### config.mk
export PLATFORM = sky130hd
export DESIGN_NAME = rx_stream_correlator
export DESIGN_NICKNAME = d
export VERILOG_FILES = /design/src/rtl/rx_stream_correlator.sv
export SDC_FILE = /design/constraint.sdc
export NUM_CORES = 1
export LEC_CHECK = 0
export ABC_CLOCK_PERIOD_IN_PS = 4800
export BUFFER_PORTS_ARGS = -buffer_cell sky130_fd_sc_hd__buf_2
export CORE_ASPECT_RATIO = 0.75
export CORE_MARGIN = 1.5
export CORE_UTILIZATION = 40
export CTS_CLUSTER_DIAMETER = 150
export DETAILED_ROUTE_END_ITERATION = 6
export GPL_TIMING_DRIVEN = 0
export SLEW_MARGIN = 0
export SYNTH_ARGS = -nofsm -noshare
export SYNTH_HDL_FRONTEND = slang
export SYNTH_SLANG_ARGS = --single-unit
export TNS_END_PERCENT = 20
### constraint.sdc
create_clock -name crx_clk -period 4.8 [get_ports crx_clk]
set_input_delay 0.24 -clock crx_clk [delete_from_list [all_inputs] [get_ports crx_clk]]
set_output_delay 0.24 -clock crx_clk [all_outputs]
set_load 0.02 [all_outputs]
### src/rtl/rx_stream_correlator.sv
// Correlates each replayed sweep from the circular sample buffer against a fixed +/-1 code.
// Emits one signed result per sweep, a threshold detect pulse and running peak tracking.
module rx_stream_correlator #(
   parameter int                       MEMORY_LENGTH = 510,
   parameter int                       ACC_W         = 25,
   parameter logic [MEMORY_LENGTH-1:0] CODE          = {MEMORY_LENGTH{1'b1}}
) (
   input  logic                    crx_clk,
   input  logic                    rrx_rst,
   input  logic                    erx_en,
   input  logic                    sweep_start_i,
   input  logic signed [15:0]      data_i,
   input  logic [ACC_W-2:0]        threshold_i,
   input  logic                    peak_clr_i,
   output logic signed [ACC_W-1:0] corr_o,
   output logic                    corr_valid_o,
   output logic                    detect_o,
   output logic [ACC_W-2:0]        peak_abs_o,
   output logic [15:0]             peak_idx_o,
   output logic                    busy_o
);

   localparam int K_W   = $clog2(MEMORY_LENGTH);
   localparam int MAG_W = ACC_W - 1;
   localparam logic [K_W-1:0] K_LAST = K_W'(MEMORY_LENGTH - 1);

   typedef enum logic [1:0] {IDLE, ACCUM, FLUSH} state_t;

   state_t                  state_q, state_d;
   logic [K_W-1:0]          k_q, k_d;
   logic signed [16:0]      s1_q, s1_d;
   logic                    s1_first_q, s1_first_d;
   logic signed [ACC_W-1:0] acc_q, acc_d;
   logic signed [ACC_W-1:0] corr_q, corr_d;
   logic                    valid_q, valid_d;
   logic                    detect_q, detect_d;
   logic [MAG_W-1:0]        peak_q, peak_d;
   logic [15:0]             idx_q, idx_d;
   logic [15:0]             cnt_q, cnt_d;

   logic [K_W-1:0]          k_sel;
   logic                    code_bit;
   logic signed [16:0]      data_ext;
   logic signed [16:0]      weighted;
   logic signed [ACC_W-1:0] s1_ext;
   logic signed [ACC_W-1:0] final_sum;
   logic [MAG_W-1:0]        final_abs;
   logic [MAG_W-1:0]        corr_abs;
   logic                    start_ok;
   logic                    result_ev;

   // A start always restarts at element 0, whatever the counter says.
   assign k_sel     = sweep_start_i ? '0 : k_q;
   assign code_bit  = CODE[k_sel];
   assign data_ext  = {data_i[15], data_i};
   assign weighted  = code_bit ? data_ext : -data_ext;
   assign s1_ext    = {{(ACC_W-17){s1_q[16]}}, s1_q};
   assign final_sum = acc_q + s1_ext;
   assign final_abs = final_sum[ACC_W-1] ? MAG_W'(-final_sum) : MAG_W'(final_sum);
   assign corr_abs  = corr_q[ACC_W-1] ? MAG_W'(-corr_q) : MAG_W'(corr_q);
   assign start_ok  = sweep_start_i & erx_en;

   always_comb begin
      state_d    = state_q;
      k_d        = k_q;
      s1_d       = s1_q;
      s1_first_d = s1_first_q;
      acc_d      = acc_q;
      corr_d     = corr_q;
      valid_d    = 1'b0;
      detect_d   = 1'b0;
      peak_d     = peak_q;
      idx_d      = idx_q;
      cnt_d      = cnt_q;
      result_ev  = 1'b0;

      if (!erx_en) begin
         state_d = IDLE;
      end else begin
         s1_d       = weighted;
         s1_first_d = sweep_start_i;
         k_d        = k_sel + K_W'(1);
         unique case (state_q)
            IDLE: begin
               if (start_ok) state_d = ACCUM;
            end
            ACCUM: begin
               acc_d = s1_first_q ? s1_ext : acc_q + s1_ext;
               if (start_ok)          state_d = ACCUM;
               else if (k_q == K_LAST) state_d = FLUSH;
            end
            FLUSH: begin
               // Last element is still in stage 1; fold it straight into the result.
               result_ev = 1'b1;
               corr_d    = final_sum;
               valid_d   = 1'b1;
               detect_d  = (final_abs >= threshold_i);
               cnt_d     = cnt_q + 16'd1;
               state_d   = start_ok ? ACCUM : IDLE;
            end
            default: state_d = IDLE;
         endcase
      end

      // Clear wins over the current peak, then any result on hand is reloaded as the peak.
      if (peak_clr_i) begin
         if (result_ev) begin
            peak_d = final_abs;
            idx_d  = cnt_q;
         end else if (valid_q) begin
            peak_d = corr_abs;
            idx_d  = cnt_q - 16'd1;
         end else begin
            peak_d = '0;
            idx_d  = '0;
         end
      end else if (result_ev && (final_abs > peak_q)) begin
         peak_d = final_abs;
         idx_d  = cnt_q;
      end
   end

   always_ff @(posedge crx_clk) begin
      if (rrx_rst) begin
         state_q    <= IDLE;
         k_q        <= '0;
         s1_q       <= '0;
         s1_first_q <= 1'b0;
         acc_q      <= '0;
         corr_q     <= '0;
         valid_q    <= 1'b0;
         detect_q   <= 1'b0;
         peak_q     <= '0;
         idx_q      <= '0;
         cnt_q      <= '0;
      end else begin
         state_q    <= state_d;
         k_q        <= k_d;
         s1_q       <= s1_d;
         s1_first_q <= s1_first_d;
         acc_q      <= acc_d;
         corr_q     <= corr_d;
         valid_q    <= valid_d;
         detect_q   <= detect_d;
         peak_q     <= peak_d;
         idx_q      <= idx_d;
         cnt_q      <= cnt_d;
      end
   end

   assign corr_o       = corr_q;
   assign corr_valid_o = valid_q;
   assign detect_o     = detect_q;
   assign peak_abs_o   = peak_q;
   assign peak_idx_o   = idx_q;
   // The result cycle still counts as busy.
   assign busy_o       = (state_q != IDLE) | valid_q;

endmodule
### After elaboration in Yosys (flattened, before gate mapping)

Memory sizes are Yosys's and may differ from the RTL's.
Cells that the tools add are included.

* output and inout bits: 68
* bits in read-only memories: 512
* flip-flop bits (word level): 137
* input bits: 45
* memories kept: 1
* word-level logic and storage cells: 61

* $add $sub $neg: 7
* muxes and demuxes: 21
* $lt $le $gt $ge: 3
* equality and inequality tests: 5
* reduce and logical (&&, ||, !) cells: 9
* bitwise gates (word level): 4

Memory list
* (no name shown): words 512, bits a word 1, rd ports 1, clocked after memory_dff 0, wr ports 0, line 54 `assign code_bit = CODE[k_sel];`

Operator list (count)
* two-way mux 24 bit: 6
* two-way mux 16 bit: 4
* negator 24 bit: 2
* adder 25 x 17 -> 25 bit: 1
* two-way mux 25 bit: 1
* >= comparator 24 bit: 1
* greater-than comparator 24 bit: 1
* two-way mux 17 bit: 1
* negator 16 -> 17 bit: 1
* adder 16 x 1 -> 16 bit, second input constant: 1
* subtractor 16 x 1 -> 16 bit, second input constant: 1
* < comparator 9 x 10 -> 1 bit, second input constant: 1
* adder 9 x 1 -> 9 bit, second input constant: 1
* equality test 9 bit, second input constant: 1
* two-way mux 9 bit: 1
* two-way mux 2 bit: 3
* one-hot mux 2 bit (3 select lines): 1
* AND reduction 2 bit: 3
* two-way mux 1 bit: 4
* nonzero test 2 bit: 2
* inequality test 3 bit, second input constant: 1
* OR reduction 3 bit: 1
* equality test 2 x 1 -> 1 bit, second input constant: 1
* equality test 2 bit, second input constant: 1
* other kinds (7): 8

### Longest topological paths before layout

* depth after elaboration: 7
* mapped depth: 24
* gate-level depth less buffers: 21

### Worst setup path before layout

OpenSTA, ideal clock, no wires.

* kind: reg-to-reg
* start: register s1_q[0]
* end: register idx_q[11], in the netlist peak_idx_o[11]
* slack: -0.308 ns
* stages on the path, launching flop included: 24
* clock period less this slack: 5.108 ns
* arrival time: 5.043 ns
* path buffers: 3
* cells stage by stage: dfxtp_1 -> ha_1 -> fa_1 -> a211oi_2 -> o211ai_2 -> a211o_1 -> nand3_1 -> o21ai_0 -> nor4b_4 -> nor2b_1 -> a31o_2 -> xnor2_1 -> ha_1 -> nand4_1 -> nor2_1 -> nand3_1 -> or3_1 -> a21oi_1 -> a21o_1 -> clkbuf_1 -> clkbuf_1 -> buf_1 -> a21oi_1 -> nor2_1

* longest elaborated chain between the ends: 6

Ends and longest elaborated chain
* start, declared: line 31 `logic signed [16:0] s1_q, s1_d;`
* start signal, assigned: line 127 `s1_q <= '0;`
* start signal, assigned: line 139 `s1_q <= s1_d;`
* adder 25 x 17 -> 25 bit (*): line 58 `assign final_sum = acc_q + s1_ext;`
* negator 24 bit: line 59 `assign final_abs = final_sum[ACC_W-1] ? MAG_W'(-final_sum) : MAG_W'(final_sum);`
* two-way mux 24 bit (*): line 59
* greater-than comparator 24 bit (*): line 117 `end else if (result_ev && (final_abs > peak_q)) begin`
* logical AND 1 bit (*): line 117
* nonzero test 2 bit (no source line) (*)
* end signal, assigned: line 146 `idx_q <= idx_d;`
* end, declared: line 38 `logic [15:0] idx_q, idx_d;`

Mark *: on every way between the ends. The rest lies on a longest branch, timed or not.
A chain may end at the register's enable or synchronous reset.

### Final worst setup path

* start: register s1_q[6]
* end: register idx_q[13], in the netlist peak_idx_o[13]

The elaborated chain is that of the path after synthesis.

==> run_results.csv <==
group,metric,value,unit
outcome,outcome,"finished with violations",
outcome,violations,"DRC, setup timing",
grt,grt_pass1_wl,46390,um
sta,rsz0062_at_grt,"yes",
placement,portBuffers,111,
layout,nets,1469,
power_and_ir_drop,powerDensity,310.3,nW/um^2
floorplanning,die_area,24430,um^2
grt,grt_max_degree,17,
floorplanning,die_y,135.7,um
detailed_routing,viasPerCell,5.537,
placement,gp_congestion,0.9367,
cts,clkTransAtPathRegs,0.06,ns
power_and_ir_drop,total_power,3.635,mW
synth,yosysTopAreaCell,"dfxtp_1",
cts,clock-sinks,136,
critical_path,path_buf_inv,3,
grt,grt-ovfl-total,0,
floorplanning,pin_count,113,
floorplanning,rows,48,
sta,finalClockSkew,0.01405,ns
synth,ys_seq_area_frac,0.2897,
synth,synth_area_leaders,"dfxtp_1 (29%), ha_1 (10%), nor2_1 (5.8%)",
grt,grt_usage,0.2448,
cts,cts_buffers,17,
placement,place_ws,-1.214,ns
power_and_ir_drop,intPower,2.414,mW
layout,fin_area,11720,um^2
detailed_routing,drt_iter0_markers,856,
detailed_routing,wirelength,29870,um
placement,place_inst,1595,
sta,setup_ws,-0.3075,ns
floorplanning,core_area,23060,um^2
synth,synth_area,9398,um^2
synth,synthXorXnorAreaFrac,0.08800,
sta,clock.fmax,0.1958,GHz
detailed_routing,drcViolationCount,13,
detailed_routing,first_pass_iters,7,
synth,syn-num-nets,1307,
power_and_ir_drop,clkPwrFrac,0.360,
synth,synth-simple-area-share,0.2020,
synth,synth_top_family_by_area,"compound AO/OA/AOI/OAI gates",
detailed_routing,vias,9180,
sta,worst_pin_slew,0.8666,ns
synth,synth_edf_count,0,
grt,antenna_found_initial,0,
synth,synth-compound-area-share,0.2311,
flow_run,maxCapViolCount,0,
cts,htreeDepth,4,
layout,layout_commonest_cell,"nor2_1",
synth,netlist_instances,1184,
critical_path,arrival,5.39,ns
power_and_ir_drop,p_sw,1.222,mW
synth,synth_ff_type,"dfxtp_1",
sta,hold_viol,0,
detailed_routing,drtAntennaViolNets,0,
critical_path,critPathSlowestCell,"a211oi_2",
synth,synth_top_area_frac,0.2897,
power_and_ir_drop,pwr-share-comb,0.301,
layout,mostFrequentLayoutCells,"nor2_1 (142), dfxtp_1 (132), buf_2 (120), nand2_1 (114), ha_1 (75)",
placement,dp_hpwl,22570,um
power_and_ir_drop,sw_frac_of_total,0.3361,
sta,maxSlewHeadroom,0.4223,
synth,ys_ff_latch,136,
critical_path,path_class,"flop to flop",
grt,grt_pass1_vias,8275,
worst_hold_path,min_path_type,"input port to flop",
layout,final_cells,1658,
layout,utilization,0.5081,
layout,drive_gt1_frac,0.2128,
synth,syn_avg_cell_area,7.937,um^2
synth,ys_types,71,
critical_path,r2r_setup_slack,-0.31,ns
sta,hold-worst-slack,0.03982,ns
layout,diodes,0,
synth,synthAdderAreaFrac,0.1046,
synth,muxShareOfSynthArea,0.02583,
floorplanning,chipWidth,180.0,um
power_and_ir_drop,seqPwrFrac,0.339,
sta,slew_viol_final,0,
layout,syn_to_final_growth,24.68,%
critical_path,path_max_fanout,10,
cts,tritoncts,"done",
critical_path,crit_path_end_kind,"flop",
cts,cts_root_buffer,"clkbuf_16",
sta,fin_setup_tns,-9.712,ns
critical_path,cp-start-kind,"flop",
critical_path,critPathRequiredTime,5.08,ns
synth,synth-async-reset-ratio,0,
sta,finalSetupViolations,41,
placement,place_area,10350,um^2
critical_path,path_delay_family,"compound AO/OA/AOI/OAI gates",
critical_path,critical_path.cell_chain,"ha_1 -> buf_2 -> a21oi_4 -> o21ai_0 -> nor2_1 -> a211oi_2 -> a2111oi_4 -> nor4b_4 -> nor2b_1 -> a31o_2 -> xnor2_2 -> ha_1 -> nand4_1 -> nor2_2 -> nand3_2 -> or3_4 -> a21oi_2 -> a21o_1 -> buf_8 -> clkbuf_16 -> nor3_1 -> a21oi_1 -> nor2_1",
power_and_ir_drop,irDropWorstVdd,191.7,uV
sta,period_minus_slack,5.108,ns
cts,worst_skew_pair.late_latency,0.44,ns
power_and_ir_drop,power.leakage,5.185,nW
cts,cts_buffer_depth,2,
sta,finalCritPeriodShare,1.064,
critical_path,cp_slowest_stage_delay,0.68,ns
synth,ys.warnings.count,0,
layout,fill_cells,2247,
detailed_routing,wire_per_inst,18.02,um
floorplanning,initial_core_util,0.4075,
[path summary, 6_finish.rpt]
kind                               start                           to  cells after the start
min reg2reg  peak_idx_o[11]$_SDFFE_PP0P_  peak_idx_o[11]$_SDFFE_PP0P_                      2
max reg2reg         s1_q[6]$_SDFFE_PP0P_  peak_idx_o[13]$_SDFFE_PP0P_                     23
max                 s1_q[6]$_SDFFE_PP0P_  peak_idx_o[13]$_SDFFE_PP0P_                     23
min                            data_i[6]         s1_q[6]$_SDFFE_PP0P_                      3
[power groups by stage]
stage | Clock (mW) | Sequential [mW] | Combinational (mW)
floorplan | 0 | 1.29 | 0.609
detailed placement | 0 | 1.25 | 0.924
global placement | 0 | 1.25 | 0.910
finish | 1.31 | 1.23 | 1.09
CTS | 1.33 | 1.23 | 1.06
global route | 1.37 | 1.24 | 1.19
[cell families (layout without fill, tap and decap cells)]
group           count (synthesis)  after routing
xor+xnor                       91             91
buf+inv                       143            317
simple gates                  404            404
fa+ha+maj                      78             78
compound gates                308            308
mux                            24             24
flops                         136            136
[Yosys cell counts (5+ instances only)]
cell type / n
and3_1: 9
nand2b_1: 9
o41ai_1: 5
mux2i_1: 22
a221oi_1: 22
buf_1: 8
and2_1: 6
buf_2: 12
o31ai_1: 10
dfxtp_1: 136
o21a_1: 6
inv_1: 71
nand3_1: 20
clkbuf_1: 52
nand2_1: 115
nor2_1: 144
nor2b_1: 12
nor4_1: 6
ha_1: 77
or3_1: 5
o211ai_1: 12
a211oi_1: 37
a31oi_1: 13
xor2_1: 35
nand4_1: 21
o21ai_0: 46
a21oi_1: 79
and4_1: 5
or4_1: 7
xnor2_1: 52
nor3_1: 30
a21o_1: 23
a311oi_1: 12
[metal layers]
metal / routed length, um / global-route usage
met5: 0 / 0
met4: 458 / 0.07345
met3: 2055 / 0.03817
met2: 12010 / 0.3470
met1: 15350 / 0.3744
[state kept, by name, indices dropped and copies added, names as in the netlist]
| register | flops |
|---|---|
| acc_q | 25 |
| cnt_q | 16 |
| corr_o | 25 |
| corr_valid_o | 1 |
| detect_o | 1 |
| k_q | 9 |
| peak_abs_o | 24 |
| peak_idx_o | 16 |
| s1_first_q | 1 |
| s1_q | 16 |
| state_q | 2 |
[tightest hold or removal path, delay by kind of cell]
kind / cells / cell delay, ns
and+or+nand+nor: 1 / 0.07
muxes: 1 / 0.05
buffers and inverters: 1 / 0.07
[timing repair]
action	CTS	global route
setup buffers	26	4
pin swaps	43	21
hold endpoints to repair	0	0
hold buffers	0	0
resized for setup	86	22
endpoints found under the setup margin	41	41
gates cloned	2	0
[final cells by class]
type,instances,area (um^2),area share
timing repair buffer,143,825.8,0.07048
tap,300,375.4,0.03203
multi-input combinational,905,6535,0.5577
buffer,72,412.9,0.03524
clock inverter,12,126.4,0.01078
clock buffer,19,442.9,0.03780
sequential,136,2733,0.2332
inverter,71,266.5,0.02274
Power figures use the tool's default switching activity.
